[src/rtl/shift_sequencer_pkg.sv]
// Shared definitions for the multi-step shift controller: operand sizing, shifter codes
// and controller state encodings (also used by the shifter and the CPU control FSM).
package shift_sequencer_pkg;

    localparam int REG_SIZE = 16;
    localparam int AMT_W    = 4;

    typedef enum logic [1:0] {
        SHIFT_NO         = 2'b00,
        SHIFT_LEFT_ZERO  = 2'b01,
        SHIFT_RIGHT_ZERO = 2'b10,
        SHIFT_RIGHT_COPY = 2'b11
    } shift_code_t;

    typedef enum logic [1:0] {
        ST_IDLE  = 2'b00,
        ST_SHIFT = 2'b01,
        ST_DONE  = 2'b10
    } state_t;

endpackage

[src/rtl/shift_sequencer_shifter.sv]
// Combinational 1-bit shifter datapath; one position per evaluation according to the shift code.
module shift_sequencer_shifter #(
    parameter int W = shift_sequencer_pkg::REG_SIZE
) (
    input  logic [W-1:0]                    in,
    input  shift_sequencer_pkg::shift_code_t shift,
    output logic [W-1:0]                    out
);
    import shift_sequencer_pkg::*;

    // Right sign-copy keeps the MSB in place so repeated steps smear the sign bit downward.
    always_comb begin
        out = in;
        case (shift)
            SHIFT_NO:         out = in;
            SHIFT_LEFT_ZERO:  out = {in[W-2:0], 1'b0};
            SHIFT_RIGHT_ZERO: out = {1'b0, in[W-1:1]};
            SHIFT_RIGHT_COPY: out = {in[W-1], in[W-1:1]};
            default:          out = in;
        endcase
    end

endmodule

[src/rtl/shift_sequencer.sv]
// Multi-cycle shift controller: latches a job on start, applies one 1-bit shift per clock
// through the shared shifter, then pulses done for one cycle and holds the result.
module shift_sequencer #(
    parameter int REG_SIZE = shift_sequencer_pkg::REG_SIZE,
    parameter int AMT_W    = shift_sequencer_pkg::AMT_W
) (
    input  logic                clk,
    input  logic                reset,
    input  logic                start,
    input  logic [REG_SIZE-1:0] in,
    input  logic [1:0]          shift,
    input  logic [AMT_W-1:0]    amount,
    input  logic                abort,
    output logic                ready,
    output logic                busy,
    output logic                done,
    output logic [REG_SIZE-1:0] out
);
    import shift_sequencer_pkg::*;

    state_t              state;
    logic [AMT_W-1:0]    count;
    shift_code_t         code;
    logic [REG_SIZE-1:0] shifted;

    shift_sequencer_shifter #(
        .W(REG_SIZE)
    ) u_shifter (
        .in   (out),
        .shift(code),
        .out  (shifted)
    );

    // IDLE and DONE share acceptance logic so a start in the DONE cycle chains jobs back to back;
    // abort always beats start. A zero amount or no-shift code goes straight to DONE.
    always_ff @(posedge clk or posedge reset) begin
        if (reset) begin
            state <= ST_IDLE;
            out   <= '0;
            count <= '0;
            code  <= SHIFT_NO;
            ready <= 1'b1;
            busy  <= 1'b0;
            done  <= 1'b0;
        end else begin
            case (state)
                ST_IDLE, ST_DONE: begin
                    if (abort || !start) begin
                        state <= ST_IDLE;
                        ready <= 1'b1;
                        busy  <= 1'b0;
                        done  <= 1'b0;
                    end else begin
                        out   <= in;
                        count <= amount;
                        code  <= shift_code_t'(shift);
                        if (amount == '0 || shift_code_t'(shift) == SHIFT_NO) begin
                            state <= ST_DONE;
                            ready <= 1'b1;
                            busy  <= 1'b0;
                            done  <= 1'b1;
                        end else begin
                            state <= ST_SHIFT;
                            ready <= 1'b0;
                            busy  <= 1'b1;
                            done  <= 1'b0;
                        end
                    end
                end
                ST_SHIFT: begin
                    if (abort) begin
                        state <= ST_IDLE;
                        ready <= 1'b1;
                        busy  <= 1'b0;
                        done  <= 1'b0;
                    end else begin
                        out   <= shifted;
                        count <= count - AMT_W'(1);
                        if (count == AMT_W'(1)) begin
                            state <= ST_DONE;
                            ready <= 1'b1;
                            busy  <= 1'b0;
                            done  <= 1'b1;
                        end
                    end
                end
                default: begin
                    state <= ST_IDLE;
                    ready <= 1'b1;
                    busy  <= 1'b0;
                    done  <= 1'b0;
                end
            endcase
        end
    end

endmodule

[config.mk]
export PLATFORM = sky130hd
export DESIGN_NAME = shift_sequencer
export DESIGN_NICKNAME = d
export VERILOG_FILES = /design/src/rtl/shift_sequencer_pkg.sv /design/src/rtl/shift_sequencer_shifter.sv /design/src/rtl/shift_sequencer.sv
export SDC_FILE = /design/constraint.sdc
export NUM_CORES = 1
export LEC_CHECK = 0
export ABC_AREA = 1
export CAP_MARGIN = 20
export CORE_MARGIN = 5
export CORE_UTILIZATION = 47
export DETAILED_ROUTE_END_ITERATION = 8
export GPL_ROUTABILITY_DRIVEN = 0
export PLACE_DENSITY = 0.84
export SLEW_MARGIN = 20
export SYNTH_ARGS = -nofsm -noshare
export SYNTH_HDL_FRONTEND = slang
export SYNTH_SLANG_ARGS = --single-unit
[constraint.sdc]
create_clock -name clk -period 1.45 [get_ports clk]
set_input_delay 0.29 -clock clk [delete_from_list [all_inputs] [get_ports clk]]
set_output_delay 0.29 -clock clk [all_outputs]
set_load 0.05 [all_outputs]
==> results.json, run 1 <==
{
  "die_w_um": 67.8,
  "fin_cells": 330,
  "rows": 21,
  "powerDensity_mw_per_mm2": 1700,
  "clk_path_buf_depth": 2,
  "avgSynthCellArea_um2": 6.74,
  "placed_cells": 326,
  "cp.buffers_inverters": 1,
  "cp-end-kind": "primary output",
  "worstPathArrival_ns": 1.05,
  "nFillCells": 259,
  "avgViaCountPerCell": 4.78,
  "num-nets-final": 313,
  "grt_pass1_wl_um": 6400,
  "crit_required_ns": 1.16,
  "cts_max_level": 1,
  "core_area_mm2": 0.00328,
  "grt-ovfl-total": 0,
  "syn_to_final_growth_pct": 47.8,
  "yosysUniqueCellTypes": 21,
  "cts_root_buffer": "clkbuf_4",
  "drc_errors": 0,
  "totalWireLength_um": 3830,
  "startpoint_type": "flip-flop",
  "path_delay_family": "flip-flops",
  "routed.top_layer": "met4",
  "rsz0062_at_grt": "no",
  "layout_common_cells": "nand2_1 (129), clkdlybuf4s50_1 (25), dfrtp_1 (24)",
  "post-route-min-period_ns": 1.34,
  "portBuffers": 44,
  "synth-seq-area-share_pct": 41.5,
  "reg2reg_slack_ns": 0.18,
  "cts_buffers": 3,
  "synthCells": 233,
  "leakagePower_nw": 1.21,
  "crit_path_cell_trace": "buf_12",
  "ir_drop_mv": 1.05,
  "drv_cap": 0,
  "cts_tree": "yes",
  "fin_crit_sh_pct": 92.4,
  "dr_wl_met3_um": 223,
  "fin_setup_tns_ns": 0,
  "antenna_cells": 0,
  "synth_seq_cells": 26,
  "ios": 45,
  "drtIter0Drc": 125,
  "crit_fanout": 2,
  "track_usage_pct": 18.1,
  "slowest_delay_ns": 0.58,
  "die_h_um": 67.8,
  "final_hold_viol_count": 0,
  "clock_latency_ns": 0.34,
  "ant_nets": 0,
  "yosysWarningCount": 0,
  "wl_met1_um": 1760,
  "syn_area_mm2": 0.00157,
  "cts.sinks": 26,
  "vias": 1577,
  "grt_max_degree": 27,
  "antenna_found_initial": 0,
  "finalSetupViolations": 0,
  "worst-setup-path-type": "reg -> out",
  "slowest_stage": "dfstp_2",
  "start_util_pct": 47.8,
  "drive_gt1_share_pct": 15.1,
  "timing.fmax_mhz": 746,
  "layout_commonest_cell": "nand2_1",
  "grt_pass1_vias": 1481,
  "slew_headroom_pct": 77.8,
  "skew_ns": 0.00470,
  "power_mw": 3.94,
  "hp-class": "in -> async",
  "syn_nets": 261,
  "status": "finished clean",
  "post-cts-setup-buffers": 0,
  "wl_met2_um": 1790,
  "wl_per_cell_um": 11.6,
  "slew_violations": 0,
  "cts_hold_buf": 0,
  "first_pass_iters": 4,
  "dieArea_mm2": 0.00460,
  "dp_hpwl_um": 2910,
  "cts.clk_slew.worst_paths_ns": 0.15,
  "worstMarginPinSlew_ns": 0.333,
  "ctsResizeCount": 0
}
## report_power, final
| part | switching, mW | leakage (nW) | internal [mW] |
|---|---|---|---|
| registers | 0.323 | 0.323 | 0.957 |
| logic | 1.25 | 0.869 | 1.06 |
| clock network | 0.235 | 0.0150 | 0.108 |
## registers in the layout (all words and copies together), names as in the netlist
register	cells
busy	1
code	2
count	4
out	16
ready	1
state	2
## layer usage
layer / vias up / global-route usage (%)
li1: 820 / -
met1: 704 / 24.3
met2: 48 / 29.8
met3: 5 / 2.00
met4: 0 / 7.20
met5: - / 0
## per-stage QoR
stage | hold WS [ns] | util [%] | setup WS, ns | instance area, µm²
after CTS | 0.297 | 70.7 | 0.109 | 2320
after global routing | 0.324 | 70.7 | 0.0768 | 2320
after floorplan | 0.329 | - | 0.108 | 1570
after detailed placement | 0.486 | 69.9 | -0.0545 | 2290
after global placement | 0.481 | 69.9 | -0.0153 | 2290
final | 0.289 | 70.7 | 0.110 | 2320
## synth_stat cells
| cell type | instances | area share, % |
|---|---|---|
| nand2_2 | 2 | 0.80 |
| nand2_4 | 2 | 1.4 |
| dfrtp_1 | 25 | 40 |
| o211ai_1 | 8 | 3.8 |
| or2_2 | 1 | 0.40 |
| o21ai_0 | 11 | 3.5 |
| nor2_2 | 1 | 0.40 |
| buf_2 | 3 | 0.96 |
| inv_4 | 1 | 0.40 |
| buf_6 | 2 | 1.4 |
| nand3_1 | 7 | 2.2 |
| buf_8 | 1 | 0.96 |
| nor2_1 | 13 | 3.1 |
| nand4_1 | 2 | 0.80 |
| inv_1 | 18 | 4.3 |
| dfstp_2 | 1 | 1.7 |
| xnor2_1 | 1 | 0.56 |
| clkbuf_1 | 2 | 0.48 |
| buf_4 | 1 | 0.48 |
| ha_1 | 2 | 1.6 |
| nand2_1 | 129 | 31 |
## cells by family after synthesis
kind of cell | Yosys count | share of synthesized area (%)
compound gates | 19 | 7.33
xor+xnor | 1 | 0.558
simple gates | 157 | 40.0
buf+inv | 28 | 9.00
fa+ha+maj | 2 | 1.59
flops | 26 | 41.5
## cell type report
| type | instances | area, µm² | share of cell area, % |
|---|---|---|---|
| multi-input cells | 179 | 777 | 33.5 |
| flip-flops and latches | 26 | 653 | 28.1 |
| clock buffers | 4 | 26.3 | 1.13 |
| well taps | 46 | 57.6 | 2.48 |
| inverters | 19 | 73.8 | 3.18 |
| repair buffers | 56 | 733 | 31.6 |
## worst paths after layout
path                                       from             endpoint  depth (start not counted)
hold reg to reg               ready$_DFFE_PP1P_    ready$_DFFE_PP1P_                          2
hold / removal                            reset  out[12]$_DFFE_PP0P_                          3
max in group asynchronous                 reset    ready$_DFFE_PP1P_                          3
setup / recovery              ready$_DFFE_PP1P_                ready                          1
min in group clk                       shift[0]  code[0]$_DFFE_PP0P_                          3
setup reg to reg           state[1]$_DFFE_PP0P_   out[2]$_DFFE_PP0P_                          7
## tightest hold or removal path, stage by stage
cell and delay, ns:
clkdlybuf4s50_1 0.40, inv_1 0.05, buf_4 0.31
Power figures use the tool's default switching activity.
==> inputs of run 2 (changes only) <==
- CORE_MARGIN: 5 -> unset
==> run 2 against run 1 <==
Sequential share of layout area down 0.21 points. Wire length shrank 1.9%. Largest cell class unchanged. Worst hold slack got worse by 0.12 ns.
==> results.json, run 2 (same netlist as run 1, synthesis figures left out) <==
{
  "reg2reg_slack_ns": 0.15,
  "cts.sinks": 26,
  "final_hold_viol_count": 0,
  "leakagePower_nw": 1.22,
  "finalSetupViolations": 0,
  "cts_buffers": 3,
  "grt_util_met1_pct": 31.3,
  "reg2reg_depth": 7,
  "layout_common_cells": "nand2_1 (129), clkdlybuf4s50_1 (25), dfrtp_1 (24)",
  "start_util_pct": 50.6,
  "powerDensity_mw_per_mm2": 1690,
  "ir_drop_mv": 1.23,
  "drtIter0Drc": 61,
  "cts_root_buffer": "clkbuf_4",
  "syn_to_final_growth_pct": 48.9,
  "slew_violations": 0,
  "antenna_found_initial": 0,
  "first_pass_iters": 4,
  "use_met3_pct": 4.55,
  "use_met2_pct": 39.2,
  "top_usage_layer": "met2",
  "reg_top3": "out (16), count (4)",
  "dp_hpwl_um": 2920,
  "slowest_delay_ns": 0.58,
  "num-nets-final": 314,
  "reg2reg_to": "out[0]$_DFFE_PP0P_",
  "cts_tree": "yes",
  "largest-register": "out",
  "wl_per_cell_um": 11.4,
  "portBuffers": 44,
  "crit_required_ns": 1.16,
  "clk_path_buf_depth": 2,
  "post-route-min-period_ns": 1.32,
  "drc_errors": 0,
  "cts_hold_buf": 0,
  "grt_pass1_wl_um": 6350,
  "fin_setup_tns_ns": 0,
  "track_usage_pct": 23.3,
  "grt_pass1_vias": 1517,
  "worst-setup-path-type": "reg -> out",
  "vias": 1613,
  "ios": 45,
  "drv_cap": 0,
  "setup_slack_ns": 0.126,
  "crit_fanout": 2,
  "slew_headroom_pct": 83.7,
  "rsz0062_at_grt": "no",
  "dieArea_mm2": 0.00358,
  "skew_ns": 0.00446,
  "fin_crit_sh_pct": 91.3,
  "avgViaCountPerCell": 4.90,
  "cp-end-kind": "primary output",
  "worstMarginPinSlew_ns": 0.244,
  "slowest_stage": "dfstp_2",
  "drive_gt1_share_pct": 15.4,
  "antenna_cells": 0,
  "clock_latency_ns": 0.32,
  "grt_max_degree": 20,
  "die_h_um": 59.8,
  "startpoint_type": "flip-flop",
  "cts_max_level": 1,
  "totalWireLength_um": 3750,
  "rows": 20,
  "path_delay_family": "flip-flops",
  "post-cts-setup-buffers": 0,
  "ant_nets": 0,
  "ctsResizeCount": 0,
  "grt-ovfl-total": 0,
  "die_w_um": 59.8,
  "core_area_mm2": 0.00310,
  "rr_startpoint": "state[1]$_DFFE_PP0P_",
  "layout_commonest_cell": "nand2_1",
  "cts.clk_slew.worst_paths_ns": 0.13,
  "largest_reg_flops": 16,
  "worstPathArrival_ns": 1.03,
  "hp-class": "in -> async",
  "status": "finished clean",
  "timing.fmax_mhz": 755,
  "cp.buffers_inverters": 1,
  "crit_path_cell_trace": "buf_12",
  "post-place-ws_ns": -0.0903
}
==> run 2: worst max path at each step <==
stage | start | to | cells after the start
2_1_floorplan | state[1]$_DFFE_PP0P_ | out[4]$_DFFE_PP0P_ | 7
6_report | ready$_DFFE_PP1P_ | ready | 1
3_5_place_dp | abort | out[13]$_DFFE_PP0P_ | 8
5_1_grt | state[1]$_DFFE_PP0P_ | out[6]$_DFFE_PP0P_ | 7
4_1_cts | ready$_DFFE_PP1P_ | ready | 1
3_3_place_gp | abort | out[14]$_DFFE_PP0P_ | 8
==> run 2: report_power, final <==
part	internal [mW]	switching, mW	total, mW	leakage (nW)
combinational	1.08	1.26	2.34	0.879
sequential	0.957	0.338	1.30	0.323
clock	0.108	0.215	0.322	0.0150
total	2.14	1.81	3.96	1.22
==> run 2: cell type report <==
cell class                 count  area, µm²
clock buffer                   4       26.3
fill                         241        764
inverter                      19       73.8
multi-input combinational    179        777
sequential                    26        653
tap                           44       55.1
timing repair buffer          57        753
==> run 2: layer usage <==
| layer | wire length (µm) | vias to the layer above | part of all wire, % |
|---|---|---|---|
| li1 | - | 820 | - |
| met1 | 1680 | 736 | 45 |
| met2 | 1830 | 55 | 49 |
| met3 | 220 | 2 | 5.9 |
| met4 | 19 | 0 | 0.51 |
| met5 | 0 | - | 0 |
==> run 2: per-stage QoR <==
stage	cell area (µm²)	power [mW]	util (%)	hold slack (ns)	instances
2_1_floorplan	1570	2.48	-	0.329	233
6_report	2340	3.96	75.4	0.166	329
3_3_place_gp	2310	3.59	74.5	0.482	325
5_1_grt	2340	4.19	75.4	0.185	329
3_5_place_dp	2310	3.65	74.5	0.482	325
4_1_cts	2340	3.97	75.4	0.175	329
==> inputs of run 3 (changes only) <==
- SKIP_CTS_REPAIR_TIMING: unset -> 1
==> results of run 3 <==
Same layout as run 2: the final DEF is identical, and so are final timing and power.
